`config.mk`:
```
export PLATFORM = sky130hd
export DESIGN_NAME = va_037_arb
export DESIGN_NICKNAME = d
export VERILOG_FILES = /design/src/rtl/va_037_pkg.sv /design/src/rtl/va_037_tick.sv /design/src/rtl/va_037_arb.sv
export SDC_FILE = /design/constraint.sdc
export NUM_CORES = 1
export LEC_CHECK = 0
export ABC_CLOCK_PERIOD_IN_PS = 2200
export BUFFER_PORTS_ARGS = -buffer_cell sky130_fd_sc_hd__buf_2
export CAP_MARGIN = 40
export CORE_ASPECT_RATIO = 1.25
export CORE_UTILIZATION = 32
export DETAILED_ROUTE_END_ITERATION = 8
export GPL_ROUTABILITY_DRIVEN = 0
export PLACE_DENSITY = 0.62
export SLEW_MARGIN = 20
export SYNTH_ARGS = -nofsm -noshare
export SYNTH_HDL_FRONTEND = slang
export SYNTH_SLANG_ARGS = --single-unit
```
`constraint.sdc`:
```
create_clock -name PIN_CLK -period 2.2 [get_ports PIN_CLK]
set_clock_uncertainty 0.2 [all_clocks]
set_input_delay 0.11 -clock PIN_CLK [delete_from_list [all_inputs] [get_ports PIN_CLK]]
set_output_delay 0.11 -clock PIN_CLK [all_outputs]
set_load 0.01 [all_outputs]
```
`src/rtl/va_037_pkg.sv`:
```
// va_037 shared types: FSM states, grant kinds, output bundle.
// Output decode lives here so the arbiter registers it directly.
package va_037_pkg;

  localparam int ROW_W  = 7;
  localparam int ADDR_W = 14;

  typedef enum logic [2:0] {
    S_IDLE,
    S_RAS,
    S_CAS1,
    S_CAS2,
    S_PRE,
    S_REF1,
    S_REF2
  } state_t;

  typedef enum logic [1:0] {
    GNT_VID,
    GNT_REF,
    GNT_CPU
  } gnt_t;

  typedef struct packed {
    logic [ROW_W-1:0] a;
    logic             nras;
    logic [1:0]       ncas;
    logic             nwe;
    logic             wti;
    logic             wtd;
    logic             stb;
    logic             ack;
  } dram_o_t;

  localparam dram_o_t O_RST = '{
    a: '0, nras: 1'b1, ncas: 2'b11, nwe: 1'b1,
    wti: 1'b0, wtd: 1'b0, stb: 1'b0, ack: 1'b0
  };

  function automatic dram_o_t dec(
    input state_t            s,
    input gnt_t              g,
    input logic              we,
    input logic [1:0]        be,
    input logic [ADDR_W-1:0] ad,
    input logic [ROW_W-1:0]  rr
  );
    dram_o_t o;
    logic    cw;
    o  = O_RST;
    cw = (g == GNT_CPU) && we;
    unique case (s)
      S_RAS: begin
        o.a    = ad[ADDR_W-1:ROW_W];
        o.nras = 1'b0;
      end
      S_CAS1, S_CAS2: begin
        o.a    = ad[ROW_W-1:0];
        o.nras = 1'b0;
        o.ncas = cw ? ~be : 2'b00;
        o.nwe  = ~cw;
        if (s == S_CAS2) begin
          o.wti = (g == GNT_VID);
          o.stb = (g == GNT_VID);
          o.ack = (g == GNT_CPU);
          o.wtd = (g == GNT_CPU) && !we;
        end
      end
      S_REF1, S_REF2: begin
        o.a    = rr;
        o.nras = 1'b0;
      end
      default: ;
    endcase
    return o;
  endfunction

endpackage

```
`src/rtl/va_037_tick.sv`:
```
// Modulo-N wrap timer; held at zero while disabled.
// o_wrap is high during the last count, so the wrap edge is visible.
module va_037_tick #(
  parameter int N = 16
) (
  input  logic i_clk,
  input  logic i_rst_n,
  input  logic i_en,
  output logic o_wrap
);

  localparam int W = (N > 2) ? $clog2(N) : 1;

  logic [W-1:0] r_cnt;

  assign o_wrap = i_en && (r_cnt == W'(N - 1));

  always_ff @(posedge i_clk or negedge i_rst_n) begin
    if (!i_rst_n) begin
      r_cnt <= '0;
    end else if (!i_en || o_wrap) begin
      r_cnt <= '0;
    end else begin
      r_cnt <= r_cnt + 1'b1;
    end
  end

endmodule

```
`src/rtl/va_037_arb.sv`:
```
// DRAM arbiter/sequencer: video, refresh and CPU share one bank.
// Outputs are decoded from the next state and registered.
module va_037_arb
  import va_037_pkg::*;
#(
  parameter int VID_PERIOD = 16,
  parameter int REF_PERIOD = 64
) (
  input  logic              PIN_CLK,
  input  logic              PIN_nRST,
  input  logic              vid_en,
  input  logic [ADDR_W-1:0] vid_addr,
  output logic              vid_stb,
  output logic              vid_ovr,
  input  logic              cpu_req,
  input  logic              cpu_we,
  input  logic [1:0]        cpu_be,
  input  logic [ADDR_W-1:0] cpu_addr,
  output logic              cpu_ack,
  output logic [ROW_W-1:0]  PIN_A,
  output logic              PIN_nRAS,
  output logic [1:0]        PIN_nCAS,
  output logic              PIN_nWE,
  output logic              PIN_WTI,
  output logic              PIN_WTD
);

  state_t            r_state, w_nstate;
  gnt_t              r_gnt, w_ngnt;
  logic [ADDR_W-1:0] r_addr, w_naddr;
  logic              r_we, w_nwe;
  logic [1:0]        r_be, w_nbe;
  logic              r_vid_pend, r_ref_pend, r_ovr;
  logic [ROW_W-1:0]  r_ref_row;
  logic              w_vid_wrap, w_ref_wrap;
  logic              w_gnt_vid, w_gnt_ref;
  dram_o_t           r_o, w_o;

  va_037_tick #(.N(VID_PERIOD)) u_vid_tick (
    .i_clk   (PIN_CLK),
    .i_rst_n (PIN_nRST),
    .i_en    (vid_en),
    .o_wrap  (w_vid_wrap)
  );

  va_037_tick #(.N(REF_PERIOD)) u_ref_tick (
    .i_clk   (PIN_CLK),
    .i_rst_n (PIN_nRST),
    .i_en    (1'b1),
    .o_wrap  (w_ref_wrap)
  );

  assign w_gnt_vid = (r_state == S_IDLE) && r_vid_pend;
  assign w_gnt_ref = (r_state == S_IDLE) && !r_vid_pend
                     && r_ref_pend;

  always_comb begin
    w_nstate = r_state;
    w_ngnt   = r_gnt;
    w_naddr  = r_addr;
    w_nwe    = r_we;
    w_nbe    = r_be;
    unique case (r_state)
      S_IDLE: begin
        if (r_vid_pend) begin
          w_nstate = S_RAS;
          w_ngnt   = GNT_VID;
          w_naddr  = vid_addr;
          w_nwe    = 1'b0;
          w_nbe    = 2'b11;
        end else if (r_ref_pend) begin
          w_nstate = S_REF1;
          w_ngnt   = GNT_REF;
        end else if (cpu_req) begin
          w_nstate = S_RAS;
          w_ngnt   = GNT_CPU;
          w_naddr  = cpu_addr;
          w_nwe    = cpu_we;
          w_nbe    = cpu_be;
        end
      end
      S_RAS:   w_nstate = S_CAS1;
      S_CAS1:  w_nstate = S_CAS2;
      S_CAS2:  w_nstate = S_PRE;
      S_REF1:  w_nstate = S_REF2;
      S_REF2:  w_nstate = S_PRE;
      S_PRE:   w_nstate = S_IDLE;
      default: w_nstate = S_IDLE;
    endcase
    w_o = dec(w_nstate, w_ngnt, w_nwe, w_nbe, w_naddr, r_ref_row);
  end

  always_ff @(posedge PIN_CLK or negedge PIN_nRST) begin
    if (!PIN_nRST) begin
      r_state    <= S_IDLE;
      r_gnt      <= GNT_CPU;
      r_addr     <= '0;
      r_we       <= 1'b0;
      r_be       <= 2'b00;
      r_vid_pend <= 1'b0;
      r_ref_pend <= 1'b0;
      r_ovr      <= 1'b0;
      r_ref_row  <= '0;
      r_o        <= O_RST;
    end else begin
      r_state <= w_nstate;
      r_gnt   <= w_ngnt;
      r_addr  <= w_naddr;
      r_we    <= w_nwe;
      r_be    <= w_nbe;
      r_o     <= w_o;
      // a fresh wrap wins over the grant that clears the old one
      if (w_vid_wrap) begin
        r_vid_pend <= 1'b1;
      end else if (w_gnt_vid) begin
        r_vid_pend <= 1'b0;
      end
      if (w_vid_wrap && r_vid_pend && !w_gnt_vid) begin
        r_ovr <= 1'b1;
      end
      if (w_ref_wrap) begin
        r_ref_pend <= 1'b1;
      end else if (w_gnt_ref) begin
        r_ref_pend <= 1'b0;
      end
      if (r_state == S_REF2) begin
        r_ref_row <= r_ref_row + 1'b1;
      end
    end
  end

  assign PIN_A    = r_o.a;
  assign PIN_nRAS = r_o.nras;
  assign PIN_nCAS = r_o.ncas;
  assign PIN_nWE  = r_o.nwe;
  assign PIN_WTI  = r_o.wti;
  assign PIN_WTD  = r_o.wtd;
  assign vid_stb  = r_o.stb;
  assign cpu_ack  = r_o.ack;
  assign vid_ovr  = r_ovr;

endmodule

```
==> results_dict.tcl, run 1 <==
set metrics [dict create \
    yosysUniqueCellTypes 46 \
    async_flop_share 1.00 \
    dpl.hpwl_um 3580 \
    hold_buffers 29 \
    layout_commonest_cell "buf_2" \
    reg2reg_depth 4 \
    ys_warn_count 0 \
    layout_common_cells "buf_2 (50), dfrtp_1 (44), dlygate4sd3_1 (29)" \
    first_pass_iters 4 \
    cts-root-buf "clkbuf_8" \
    die_w_um 76.8 \
    arrival_ps 2080 \
    clkSinkCount 49 \
    dr_total_vias 1824 \
    diodes 0 \
    cts_tree "built" \
    worstSetupPathType "register to register" \
    finalHoldViolations 0 \
    post-route-util 0.447 \
    worst_pin_slew_ps 544 \
    drive_gt1_frac 0.278 \
    cts.path.max_buffers 2 \
    multi_input_area_um2 922 \
    power_density_nw_per_um2 1000 \
    slew_headroom 0.637 \
    die_y_um 95.5 \
    drt-initial-drc-count 75 \
    final.setup.tns_ps 0 \
    grt_max_degree 29 \
    drt-total-wl_um 5120 \
    hold_path_class "primary input to register" \
    post-cts-setup-buffers 0 \
    synth-edff-count 0 \
    start_util 0.337 \
    cp-endpoint "PIN_nWE" \
    rsz0062_at_grt "false" \
    cts_buffers 5 \
    maxCapViolations 0 \
    port_buffers 50 \
    timing.final.crit_share 0.932 \
    fp-row-count 33 \
    cts_resized 0 \
    area.growth.synth_to_final_pct 32.8 \
    synthFlopType "dfrtp_1" \
    core-area_um2 6650 \
    setup_viol 0 \
    grt_pass1_wl_um 8850 \
    routedWlPerCell_um 13.8 \
    ys_seq_area_frac 0.551 \
    first_global_vias 1856 \
    startpoint_type "register" \
    worst_setup_path_end_kind "register" \
    seqCellArea_um2 1230 \
    status "finished, final reports clean" \
    ant_nets 0 \
    crit_path_start "r_state[0]" \
    r2r_start "r_state[0]" \
    max_freq_mhz 487 \
    reg2reg_slack_ps 150 \
    r2r-end "PIN_nWE" \
    p_leak_nw 1.36 \
    synth_area_um2 2240 \
    syn_area_per_cell_um2 11.1 \
    clock_latency_ps 300 \
    h-tree-depth 2 \
    ir_drop_v 0.000475 \
    maxSlewViolCount 0 \
    antenna_found_initial 0 \
    final_nets 321 \
    path_clk_slew_ps 90 \
    finalCriticalPeriod_ps 2050 \
    dieArea_um2 7340 \
    final.fill_count 639 \
    postSynthNetCount 239 \
    required_ps 2230 \
    ys_ff_latch 49 \
    io_pins 51 \
    via_per_inst 4.92 \
    grt-ovfl-total 0 \
    syn_inst 201 \
    grt.total_usage 0.156 \
    drc_errors 0 \
    path_max_fanout 11 \
]
==> worst min-delay path by stage <==
stage	from	endpoint	slack (ps)	depth (start not counted)
5_1_grt	vid_addr[10]	PIN_A[3]	60	4
6_report	vid_addr[10]	PIN_A[3]	9	4
4_1_cts	vid_addr[10]	PIN_A[3]	20	4
2_1_floorplan	PIN_nRST	PIN_A[0]	-390	0
3_3_place_gp	PIN_nRST	r_addr[1]	-80	1
3_5_place_dp	PIN_nRST	r_addr[1]	-80	1
==> sequential cells by signal, indices dropped and copies added, names as in the netlist, 2 cells and up <==
name	count
r_addr	7
r_gnt	2
r_be	2
r_ref_row	7
r_state	3
u_vid_tick.r_cnt	4
u_ref_tick.r_cnt	6
PIN_nCAS	2
PIN_A	7
==> layer usage <==
layer | up-vias | wire [µm] | global-route usage
li1 | 889 | - | -
met4 | 0 | 49 | 0.0433
met1 | 876 | 2400 | 0.203
met2 | 55 | 2400 | 0.260
met5 | - | 0 | 0
met3 | 4 | 279 | 0.0364
==> cell usage after synthesis, drive strengths merged (4+ instances only) <==
master / count / share of area
dfrtp: 44 / 0.49
a22oi: 17 / 0.059
nand2: 15 / 0.025
o21ai: 15 / 0.034
nor2: 12 / 0.025
a21oi: 10 / 0.027
buf: 8 / 0.026
nand3: 8 / 0.018
xnor2: 7 / 0.027
and2: 5 / 0.014
and3: 5 / 0.014
dfstp: 5 / 0.059
a221o: 4 / 0.018
inv: 4 / 0.0067
xor2: 4 / 0.016
==> critical path, cell delays in order (launching register included) <==
cell and delay, ps:
dfrtp_1 520, nor4b_4 310, and2_1 310, a22oi_2 150, or4_1 490
==> through the flow <==
| step | setup WS [ps] | power [mW] | instance area (µm²) | hold slack [ps] | instances |
|---|---|---|---|---|---|
| 6_report | 149 | 2.98 | 2970 | 9.09 | 371 |
| 5_1_grt | 49.0 | 3.22 | 2970 | 56.4 | 371 |
| 4_1_cts | 123 | 3.01 | 2970 | 15.1 | 371 |
| 3_5_place_dp | 130 | 2.44 | 2590 | -78.5 | 334 |
| 3_3_place_gp | 207 | 2.42 | 2590 | -77.5 | 334 |
| 2_1_floorplan | 368 | 2.11 | 2240 | -386 | 201 |
==> cell families (layout without fill, tap and decap cells) <==
logic type,count (synthesis),count (layout),synth area share
adders and majority gates,3,3,0.0168
DFF,49,49,0.551
AOI/OAI and AO/OA,56,56,0.177
xor gates and xnor gates,11,11,0.0430
buffers and inverters,15,98,0.0374
and+or+nand+nor,67,67,0.176
==> power by group <==
group	total, mW	leakage [nW]	switching, mW	internal (mW)
sequential	1.38	0.605	0.210	1.17
combinational	1.07	0.721	0.563	0.507
clock	0.530	0.0374	0.305	0.224
total	2.98	1.36	1.08	1.90
==> area by class of cell <==
cell class,instances,share of cell area
sequential,49,0.415
multi-input combinational,137,0.310
timing repair buffer,86,0.204
inverter,4,0.00505
clock inverter,2,0.00505
tap,87,0.0366
clock buffer,6,0.0244
No activity file was read; power rests on OpenSTA's default activity.
==> inputs of run 2 (changes only) <==
--- a/config.mk
+++ b/config.mk
@@ -6,4 +6,5 @@
 export NUM_CORES = 1
 export LEC_CHECK = 0
+export ABC_AREA = 1
 export ABC_CLOCK_PERIOD_IN_PS = 2200
 export BUFFER_PORTS_ARGS = -buffer_cell sky130_fd_sc_hd__buf_2
@@ -13,7 +14,8 @@
 export DETAILED_ROUTE_END_ITERATION = 8
 export GPL_ROUTABILITY_DRIVEN = 0
-export PLACE_DENSITY = 0.62
+export PLACE_DENSITY = 0.61
 export SLEW_MARGIN = 20
 export SYNTH_ARGS = -nofsm -noshare
 export SYNTH_HDL_FRONTEND = slang
+export SYNTH_HIERARCHICAL = 1
 export SYNTH_SLANG_ARGS = --single-unit
--- a/constraint.sdc
+++ b/constraint.sdc
@@ -3,3 +3,3 @@
 set_input_delay 0.11 -clock PIN_CLK [delete_from_list [all_inputs] [get_ports PIN_CLK]]
 set_output_delay 0.11 -clock PIN_CLK [all_outputs]
-set_load 0.01 [all_outputs]
+set_load 0.02 [all_outputs]
==> results_dict.tcl, run 2 <==
set metrics [dict create \
    status "finished with violations" \
    pwr-share-comb 0.420 \
    first_pass_iters 4 \
    grt_pass1_wl_um 10600 \
    clkSinkCount 56 \
    startpoint_type "register" \
    synth.top_cell.area_share 0.481 \
    slew_headroom 0.628 \
    whs_ps -5.19 \
    ys_warn_count 6 \
    diodes 0 \
    met2_wirelength_um 3080 \
    yosysUniqueCellTypes 32 \
    yosys.area.top_type "dfrtp_1" \
    clock_latency_ps 300 \
    yosys-top-cells-area "dfrtp_1 (48%), nand2_1 (14%), nand3_1 (7.0%)" \
    drt-initial-drc-count 113 \
    ys_ff_latch 56 \
    routed.top_layer "met4" \
    final.setup.tns_ps 0 \
    setup_viol 0 \
    die_y_um 104 \
    hold_path_class "primary input to register" \
    drive_gt1_frac 0.224 \
    crit_slowest_cell "dlygate4sd3_1" \
    cp_num_buf_inv 3 \
    rsz0062_at_grt "false" \
    synth-edff-count 0 \
    syn_area_per_cell_um2 8.55 \
    post-cts-setup-buffers 0 \
    power.total_mw 3.64 \
    grt_max_degree 35 \
    start_util 0.334 \
    async_flop_share 1.00 \
    antenna_found_initial 0 \
    path_max_fanout 11 \
    r2r_start "r_state[1]" \
    maxSlewViolCount 0 \
    cts_tree "built" \
    drt-total-wl_um 6230 \
    finalCriticalPeriod_ps 2100 \
    first_global_vias 2262 \
    die_w_um 83.4 \
    h-tree-depth 2 \
    internal-power_mw 2.22 \
    via_per_inst 4.52 \
    worst_pin_slew_ps 558 \
    wl_met3_um 232 \
    ant_nets 0 \
    wl_met1_um 2840 \
    worst_hold_startpoint "cpu_addr[13]" \
    regMostFlops "r_addr" \
    syn_inst 310 \
    dpl.hpwl_um 4410 \
    pwr-share-seq 0.423 \
    layout_common_cells "nand2_1 (97), dfrtp_1 (51), buf_2 (50)" \
    ys_top_cells_by_count "nand2_1 (97), dfrtp_1 (51), nand3_1 (37), inv_1 (36), nor2_1 (19)" \
    yosysMostFrequentCell "nand2_1" \
    synthMuxAreaShare 0.00425 \
    core-area_um2 7930 \
    power_density_nw_per_um2 1060 \
    violations "negative hold slack" \
    path_common_cell "nand3_1" \
    path_clk_slew_ps 90 \
    crit_chain "inv_1 -> buf_4 -> nand2_1 -> nor2_4 -> nand3_1 -> nand3_1 -> dlygate4sd3_1" \
    timing.final.crit_share 0.956 \
    io_pins 51 \
    synthAdderAreaFrac 0.0142 \
    largest_reg_flops 14 \
    finalHoldViolations 1 \
    cts.path.max_buffers 2 \
    yosys.area_share.simple 0.309 \
    ir_drop_v 0.000529 \
    ys_seq_area_frac 0.531 \
    worstSetupPathType "register to register" \
    port_buffers 50 \
    synthXorXnorAreaFrac 0.0231 \
    worst_path_dominant_cell_family "buffers and inverters" \
    synth_area_um2 2650 \
    grt-ovfl-total 0 \
    clkPwrFrac 0.157 \
    maxCapViolations 0 \
    p_leak_nw 1.80 \
    synthFlopType "dfrtp_1" \
    area.growth.synth_to_final_pct 29.4 \
    arrival_ps 2150 \
    fp-row-count 36 \
    required_ps 2240 \
    cts_buffers 5 \
    worst_setup_path_end_kind "register" \
    dr_total_vias 2242 \
    drc_errors 0 \
    critPathMaxStageDelay_ps 560 \
    max_freq_mhz 475 \
    dieArea_um2 8660 \
    layout_commonest_cell "nand2_1" \
    crit_path_start "r_state[1]" \
    routedWlPerCell_um 12.6 \
    p_sw_frac 0.391 \
    cts-root-buf "clkbuf_8" \
    final_nets 438 \
    synth_top_family_by_area "simple AND/OR/NAND/NOR gates" \
    power_switching_mw 1.42 \
    grt.total_usage 0.152 \
    synth_compound_area_frac 0.0387 \
]
run 2: cell count changes after synthesis, moves of 9 or more:
cell | previous run | this run
o21ai_1 | 9 | 0
nand2_1 | 15 | 97
inv_1 | 4 | 36
a22oi_1 | 16 | 0
nor2_1 | 10 | 19
nand3_1 | 8 | 37
run 2: per-stage QoR:
stage | area [µm²] | worst slack, ps | util | hold slack, ps | instances
final | 3430 | 96.1 | 0.433 | -5.19 | 496
after global routing | 3430 | 2.25 | 0.433 | 21.3 | 496
after CTS | 3430 | 65.7 | 0.432 | 0.253 | 496
after detailed placement | 3030 | 329 | 0.382 | -68.4 | 457
after global placement | 3030 | 314 | 0.382 | -74.2 | 457
after floorplan | 2660 | 734 | - | -386 | 313
run 2: timing repair:
action,CTS,global route
endpoints found under the hold margin,55,0
hold buffers,31,0
setup endpoints to repair,0,4
resized for setup,0,1
run 2: layout make-up:
type | count | area [µm²]
clock buffers | 8 | 90.1
fillers | 774 | 4500
inverters | 39 | 146
multi-input cells | 211 | 1050
flip-flops and latches | 56 | 1410
well taps | 95 | 119
repair buffers | 87 | 618
run 2: power by group through the flow:
stage                     clock network [mW]  logic (mW)  registers [mW]
after floorplan                            0       0.923            1.63
after global placement                     0        1.38            1.56
after detailed placement                   0        1.42            1.56
after CTS                              0.593        1.54            1.54
after global routing                   0.635        1.73            1.57
final                                  0.570        1.53            1.54
run 2: routing by layer:
metal | vias up | global-route usage
li1 | 1152 | -
met1 | 1037 | 0.197
met2 | 43 | 0.258
met3 | 10 | 0.0287
met4 | 0 | 0.0436
met5 | - | 0
run 2: final timing paths:
| kind | endpoint | slack, ps | cells past startpoint |
|---|---|---|---|
| min in group asynchronous | r_vid_pend | 120 | 2 |
| worst min register to register | r_ref_row[6] | 280 | 1 |
| worst min-delay path | r_addr[13] | -5 | 5 |
| worst max register to register | r_addr[9] | 100 | 7 |
| worst max-delay path | r_addr[9] | 100 | 7 |
| max in group asynchronous | PIN_nRAS | 1040 | 3 |
run 2: logic make-up after synthesis:
family,Yosys count
AOI/OAI and AO/OA,16
xor gates and xnor gates,7
adders and majority gates,3
buffers and inverters,46
DFF,56
muxes,1
other,1
and+or+nand+nor,180
run 2: worst min-delay path: stages:
cell,delay [ps]
buf_2,80
inv_1,30
nand2_1,50
nand3_1,70
nand3_1,100
